`config.mk`:
```
export PLATFORM = sky130hd
export DESIGN_NAME = uart_tx_buffered
export DESIGN_NICKNAME = d
export VERILOG_FILES = /design/src/rtl/uart_tx_buffered_pkg.sv /design/src/rtl/uart_tx_buffered_sync_fifo.sv /design/src/rtl/uart_tx_buffered.sv
export SDC_FILE = /design/constraint.sdc
export NUM_CORES = 1
export LEC_CHECK = 0
export CAP_MARGIN = 40
export CORE_MARGIN = 8
export CORE_UTILIZATION = 35
export DETAILED_ROUTE_END_ITERATION = 10
export PLACE_DENSITY = 0.6
export SETUP_SLACK_MARGIN = 0.5
export SLEW_MARGIN = 20
export SYNTH_ARGS = -nofsm -noshare
export SYNTH_HDL_FRONTEND = slang
export SYNTH_SLANG_ARGS = --single-unit
```
`constraint.sdc`:
```
create_clock -name CLK -period 4.4 [get_ports CLK]
set_input_delay 0.44 -clock CLK [delete_from_list [all_inputs] [get_ports CLK]]
set_output_delay 0.44 -clock CLK [all_outputs]
set_load 0.02 [all_outputs]
```
`src/rtl/uart_tx_buffered_pkg.sv`:
```
// Shared definitions for the buffered UART transmitter: parity codes, FSM states, baud helper.
package uart_tx_buffered_pkg;

  localparam logic [1:0] PARITY_NONE = 2'b00;
  localparam logic [1:0] PARITY_EVEN = 2'b01;
  localparam logic [1:0] PARITY_ODD  = 2'b10;

  typedef enum logic [2:0] {
    ST_IDLE,
    ST_START,
    ST_DATA,
    ST_PARITY,
    ST_STOP
  } tx_state_t;

  function automatic int clocks_per_bit(input int clk_hz, input int bit_rate);
    return clk_hz / bit_rate;
  endfunction

endpackage

```
`src/rtl/uart_tx_buffered_sync_fifo.sv`:
```
// Generic synchronous FIFO with occupancy count; write ignored when full, read ignored when empty.
// Read data is the head entry, valid whenever empty is low.
module uart_tx_buffered_sync_fifo #(
  parameter int WIDTH = 8,
  parameter int DEPTH = 16
) (
  input  logic                       CLK,
  input  logic                       reset,
  input  logic                       push,
  input  logic [WIDTH-1:0]           push_dat,
  input  logic                       pop,
  output logic [WIDTH-1:0]           pop_dat,
  output logic                       full,
  output logic                       empty,
  output logic [$clog2(DEPTH):0]     level
);

  localparam int AW = $clog2(DEPTH);

  logic [WIDTH-1:0] mem [DEPTH];
  logic [AW-1:0]    wr_ptr;
  logic [AW-1:0]    rd_ptr;
  logic             do_push;
  logic             do_pop;

  assign full    = (level == (AW+1)'(DEPTH));
  assign empty   = (level == '0);
  assign do_push = push && !full;
  assign do_pop  = pop && !empty;
  assign pop_dat = mem[rd_ptr];

  // Storage carries no reset; only pointers and count define validity.
  always_ff @(posedge CLK) begin
    if (do_push) mem[wr_ptr] <= push_dat;
  end

  always_ff @(posedge CLK or negedge reset) begin
    if (!reset) begin
      wr_ptr <= '0;
      rd_ptr <= '0;
      level  <= '0;
    end else begin
      if (do_push) wr_ptr <= wr_ptr + 1'b1;
      if (do_pop)  rd_ptr <= rd_ptr + 1'b1;
      case ({do_push, do_pop})
        2'b10:   level <= level + 1'b1;
        2'b01:   level <= level - 1'b1;
        default: level <= level;
      endcase
    end
  end

endmodule

```
`src/rtl/uart_tx_buffered.sv`:
```
// UART transmitter with transmit FIFO; frames go out back-to-back while words are queued.
// Word accepted into an empty FIFO while idle starts its start bit one clock later; tx_ready = FIFO not full.
module uart_tx_buffered
  import uart_tx_buffered_pkg::*;
#(
  parameter int CLK_HZ       = 50000000,
  parameter int BIT_RATE     = 9600,
  parameter int PAYLOAD_BITS = 8,
  parameter int FIFO_DEPTH   = 16
) (
  input  logic                          CLK,
  input  logic                          reset,
  input  logic                          tx_valid,
  input  logic [PAYLOAD_BITS-1:0]       tx_data,
  output logic                          tx_ready,
  input  logic [1:0]                    parity_mode,
  input  logic                          stop2,
  output logic                          uart_txd,
  output logic                          uart_tx_busy,
  output logic [$clog2(FIFO_DEPTH):0]   fifo_level
);

  localparam int CPB = clocks_per_bit(CLK_HZ, BIT_RATE);
  localparam int CW  = $clog2(CPB);
  localparam int BW  = $clog2(PAYLOAD_BITS);

  tx_state_t                 state;
  logic [CW-1:0]             baud_cnt;
  logic [BW-1:0]             bit_idx;
  logic [PAYLOAD_BITS-1:0]   shift_q;
  logic                      par_en_q;
  logic                      par_bit_q;
  logic                      stop2_q;
  logic                      stop_sec_q;

  logic                      fifo_full;
  logic                      fifo_empty;
  logic                      fifo_pop;
  logic [PAYLOAD_BITS-1:0]   fifo_dat;
  logic                      bit_end;
  logic                      last_stop;
  logic                      lat_par_en;
  logic                      lat_par_bit;

  uart_tx_buffered_sync_fifo #(
    .WIDTH (PAYLOAD_BITS),
    .DEPTH (FIFO_DEPTH)
  ) u_fifo (
    .CLK      (CLK),
    .reset    (reset),
    .push     (tx_valid),
    .push_dat (tx_data),
    .pop      (fifo_pop),
    .pop_dat  (fifo_dat),
    .full     (fifo_full),
    .empty    (fifo_empty),
    .level    (fifo_level)
  );

  assign tx_ready  = !fifo_full;
  assign bit_end   = (baud_cnt == CW'(CPB - 1));
  assign last_stop = (state == ST_STOP) && bit_end && (!stop2_q || stop_sec_q);
  assign fifo_pop  = !fifo_empty && ((state == ST_IDLE) || last_stop);

  // Frame options are sampled only at the pop so mid-frame changes never corrupt a frame.
  always_comb begin
    lat_par_en  = 1'b0;
    lat_par_bit = 1'b0;
    case (parity_mode)
      PARITY_EVEN: begin lat_par_en = 1'b1; lat_par_bit = ^fifo_dat;  end
      PARITY_ODD:  begin lat_par_en = 1'b1; lat_par_bit = ~^fifo_dat; end
      PARITY_NONE: lat_par_en = 1'b0;
      default:     lat_par_en = 1'b0;
    endcase
  end

  always_ff @(posedge CLK or negedge reset) begin
    if (!reset) begin
      state        <= ST_IDLE;
      baud_cnt     <= '0;
      bit_idx      <= '0;
      shift_q      <= '0;
      par_en_q     <= 1'b0;
      par_bit_q    <= 1'b0;
      stop2_q      <= 1'b0;
      stop_sec_q   <= 1'b0;
      uart_txd     <= 1'b1;
      uart_tx_busy <= 1'b0;
    end else begin
      if (state == ST_IDLE || bit_end) baud_cnt <= '0;
      else                             baud_cnt <= baud_cnt + 1'b1;

      case (state)
        ST_START: begin
          if (bit_end) begin
            state    <= ST_DATA;
            uart_txd <= shift_q[0];
            shift_q  <= shift_q >> 1;
          end
        end
        ST_DATA: begin
          if (bit_end) begin
            if (bit_idx == BW'(PAYLOAD_BITS - 1)) begin
              bit_idx <= '0;
              if (par_en_q) begin
                state    <= ST_PARITY;
                uart_txd <= par_bit_q;
              end else begin
                state    <= ST_STOP;
                uart_txd <= 1'b1;
              end
            end else begin
              bit_idx  <= bit_idx + 1'b1;
              uart_txd <= shift_q[0];
              shift_q  <= shift_q >> 1;
            end
          end
        end
        ST_PARITY: begin
          if (bit_end) begin
            state    <= ST_STOP;
            uart_txd <= 1'b1;
          end
        end
        ST_STOP: begin
          if (bit_end) begin
            if (stop2_q && !stop_sec_q) begin
              stop_sec_q <= 1'b1;
            end else if (fifo_empty) begin
              state        <= ST_IDLE;
              uart_tx_busy <= 1'b0;
            end
          end
        end
        default: begin
          uart_txd     <= 1'b1;
          uart_tx_busy <= 1'b0;
        end
      endcase

      // A pop (from idle or at the end of the last stop bit) starts the next frame immediately.
      if (fifo_pop) begin
        state        <= ST_START;
        uart_txd     <= 1'b0;
        uart_tx_busy <= 1'b1;
        shift_q      <= fifo_dat;
        par_en_q     <= lat_par_en;
        par_bit_q    <= lat_par_bit;
        stop2_q      <= stop2;
        stop_sec_q   <= 1'b0;
      end
    end
  end

endmodule

```
==> results_dict.tcl <==
set metrics [dict create \
    post_synth_and_or_nand_nor_area_fraction 0.0731 \
    combinationalPowerShare 0.326 \
    post_synth_instance_area_um2 7410 \
    drt_iter0_drc 242 \
    synth-xor-area-share 0.0353 \
    syn-mean-instance-area_um2 15.9 \
    swShare 0.344 \
    ys_ff_latch 174 \
    post-synth-top-area-cell "sky130_fd_sc_hd__edfxtp_1" \
    power.share.sequential 0.403 \
    antenna_found_initial 0 \
    dominant_combinational_cell_family_by_area_after_synthesis "multiplexers" \
    n_antenna_cell 0 \
    footprint_of_the_multi_input_gates_um2 2230 \
    power.net_switching_mw 1.95 \
    routed_via_density 5.02 \
    setup_repair_after_global_routing_missed_its_margin "no" \
    finalSetupViolCount 0 \
    power_density_nw_per_um2 662 \
    synth_mux_area_frac 0.120 \
    number_of_flops_mapped_to_enable_cells_by_yosys 128 \
    synth_top_cell_area_share 0.518 \
    postPlaceCellArea_um2 7910 \
    yosysSeqAreaShare 0.674 \
    r2r_start "u_fifo.level[1]$_DFFE_PN0P_" \
    cts-root-buf "sky130_fd_sc_hd__clkbuf_16" \
    power_mw 5.68 \
    chipHeight_um 162 \
    r2r_end "u_fifo.level[4]$_DFFE_PN0P_" \
    final-instance-count-excl-fill 789 \
    worst_pin_slew_ns 0.814 \
    globalRoute.totalOverflow 0 \
    synthTopCellsByArea "sky130_fd_sc_hd__edfxtp_1, sky130_fd_sc_hd__dfrtp_1, sky130_fd_sc_hd__mux4_2, sky130_fd_sc_hd__mux4_1, sky130_fd_sc_hd__ha_1" \
    setup_tns_ns 0 \
    post-route-util 0.411 \
    period_share 0.714 \
    worst_slack_ns 1.26 \
    worstSetupEndpointType "register" \
    critical_path_required_ns 4.71 \
    maxCapViolations 0 \
    synthesis.yosys.warnings 0 \
    r2r.worst_path.cells 14 \
    cell_internal_pwr_mw 3.72 \
    fillers 1868 \
    synth-main-ff-cell "sky130_fd_sc_hd__edfxtp_1" \
    clockPowerShare 0.271 \
    pre_cts_slack_ns 1.28 \
    drive_gt1_frac 0.152 \
    clock_sinks 174 \
    nets 530 \
    timing.hold.ws_ns 0.492 \
    first_global_vias 4052 \
    drc 0 \
    worst_path_largest_cell_delay_ns 0.46 \
    timing.setup.critical_path_class "register to register" \
    crit_arrival_ns 3.45 \
    htree_num_levels 4 \
    pin_count_of_the_biggest_net_entering_global_routing 36 \
    fmaxAchievable_mhz 318 \
    rows 53 \
    critical_path_peak_fanout 8 \
    crit_path_top_delay_cell "sky130_fd_sc_hd__nor4_1" \
    synth_adder_area_share 0.0263 \
    setup.worst_path.start_class "register" \
    port_buffers 21 \
    floorplan.core_area_um2 20900 \
    area.growth.synth_to_final_pct 15.7 \
    detailroute.via_count 3963 \
    grt_pass1_wl_mm 22.8 \
    dp_cells 751 \
    min-delay-path-class "input port to async pin" \
    cts.path.max_buffers 2 \
    clk_pin_slew_worst_paths_ns 0.08 \
    power.static_leakage_nw 3.17 \
    peak_supply_drop_mv 0.395 \
    post-cts-setup-buffers 0 \
    setup.worst_path.start "u_fifo.level[1]$_DFFE_PN0P_" \
    regToRegSetupSlack_ns 1.26 \
    tritoncts "done" \
    io-pin-count 22 \
    synthCells 466 \
    start_util 0.355 \
    route.final.wire_length_mm 14.4 \
    status "finished clean" \
    synthesized_area_fraction_occupied_by_ao_oa_aoi_and_oai_cells 0.0459 \
    finalInstanceArea_um2 8580 \
    regArea_um2 5000 \
    report.final.slew_viol_count 0 \
    final-hold-violation-count 0 \
    wire_per_inst_um 18.2 \
    aggregate_global_route_resource_usage 0.115 \
    clock_skew_ns 0.0142 \
    tritoncts_buffers 17 \
    place_congestion 0.749 \
    setup.worst_path.end "u_fifo.level[4]$_DFFE_PN0P_" \
    postSynthNetCount 495 \
    maxSlewHeadroom 0.455 \
    synth.distinct_cells 50 \
    dieWidth_um 162 \
    cp_cell_sequence "nor4_1 > nor2b_1 > nor2_1 > nand2_1 > clkinv_1 > ha_1 > inv_1 > fa_1 > inv_1 > a21o_1 > a21oi_1 > xnor2_1 > nor2_1 > xor2_1" \
    drt.antenna.violating_nets 0 \
    clk-insertion-delay-late_ns 0.43 \
    asyncSetResetFlopFracSynth 0.264 \
    detailedPlacementHpwl_mm 9.48 \
    die-area_um2 26100 \
    timing.final.crit_period_ns 3.14 \
    drtPass1Iterations 4 \
]
## synthesized netlist by cell type (5+ instances only)
library cell               count
sky130_fd_sc_hd__inv_1        11
sky130_fd_sc_hd__mux4_2       20
sky130_fd_sc_hd__edfxtp_1    128
sky130_fd_sc_hd__mux2i_1       8
sky130_fd_sc_hd__mux4_1       12
sky130_fd_sc_hd__ha_1         14
sky130_fd_sc_hd__nand2_1      38
sky130_fd_sc_hd__dfrtp_1      45
sky130_fd_sc_hd__nand3_1       7
sky130_fd_sc_hd__xor2_1       13
sky130_fd_sc_hd__xnor2_1      15
sky130_fd_sc_hd__nor2_1       38
sky130_fd_sc_hd__nand2b_1      7
sky130_fd_sc_hd__and3_1        5
sky130_fd_sc_hd__a22oi_1      16
sky130_fd_sc_hd__o21ai_0       9
sky130_fd_sc_hd__a21oi_1      13
sky130_fd_sc_hd__nor3_1        5
sky130_fd_sc_hd__clkbuf_1      9
## how the worst min path moves through the flow
stage                                startpoint  cells past startpoint                     to
final                                     reset                      2  baud_cnt[9]$_DFF_PN0_
after global routing                      reset                      2  baud_cnt[9]$_DFF_PN0_
after CTS                                 reset                      2  baud_cnt[9]$_DFF_PN0_
after detailed placement                  reset                      1  baud_cnt[9]$_DFF_PN0_
after global placement    baud_cnt[0]$_DFF_PN0_                      1  baud_cnt[0]$_DFF_PN0_
after floorplan                           reset                      0  baud_cnt[0]$_DFF_PN0_
## flip-flops by register name (all words and copies together), names as in the netlist, 3 cells and up
signal,flops
state,3
u_fifo.level,5
bit_idx,3
u_fifo.wr_ptr,4
u_fifo.mem,128
baud_cnt,13
shift_q,8
u_fifo.rd_ptr,4
## per-layer routing
layer / track usage / vias to the layer above / part of all wire
li1: - / 1841 / -
met1: 0.150 / 2021 / 0.45
met2: 0.182 / 92 / 0.48
met3: 0.0333 / 9 / 0.055
met4: 0.0375 / 0 / 0.0071
met5: 0 / - / 0
## logic make-up after synthesis
group | Yosys count
compound gates | 53
xor+xnor | 29
fa+ha+maj | 15
buf+inv | 33
flops | 174
mux | 44
simple gates | 118
## cell type report
class,instances,share of cell area
inverters,12,0.00525
well taps,275,0.0401
multi-input cells,259,0.260
repair buffers,37,0.0397
flip-flops and latches,174,0.583
clock inverters,15,0.0226
clock buffers,17,0.0496
## cell usage in the layout (no fill, tap or decap), drive strengths merged, types with 2 or more instances in the layout
| cell type | instances |
|---|---|
| mux2i | 8 |
| nand2 | 38 |
| edfxtp | 128 |
| nand3 | 7 |
| nor3 | 5 |
| a22oi | 16 |
| nor2b | 4 |
| a21o | 4 |
| nand4 | 3 |
| clkinv | 6 |
| xnor2 | 16 |
| mux4 | 32 |
| o21ai | 10 |
| xor2 | 13 |
| ha | 14 |
| clkbuf | 17 |
| or2 | 2 |
| nand2b | 7 |
| o22ai | 3 |
| inv | 21 |
| mux2 | 4 |
| and2 | 2 |
| nor4 | 2 |
| nor2 | 38 |
| clkdlybuf4s50 | 20 |
| a21oi | 13 |
| buf | 16 |
| and3 | 5 |
| dfrtp | 45 |
## critical path: cells and delay by family (launching register included)
family	cells	cell delay, ns
simple gates	5	1.01
fa+ha+maj	2	0.58
flops	1	0.43
buf+inv	3	0.41
compound gates	2	0.31
xor+xnor	2	0.27
## what timing repair did
| action | in CTS | in global routing |
|---|---|---|
| hold buffers | 1 | 0 |
| gates resized for setup | 0 | 0 |
| hold endpoints to repair | 18 | 0 |
## power by group through the flow
stage               Combinational (mW)  Clock [mW]  Sequential, mW
global placement                  1.82           0            2.31
detailed placement                1.87           0            2.32
global route                      2.05        1.64            2.33
CTS                               1.87        1.58            2.29
floorplan                         1.49           0            2.23
finish                            1.85        1.54            2.29
Power figures use the tool's default switching activity.
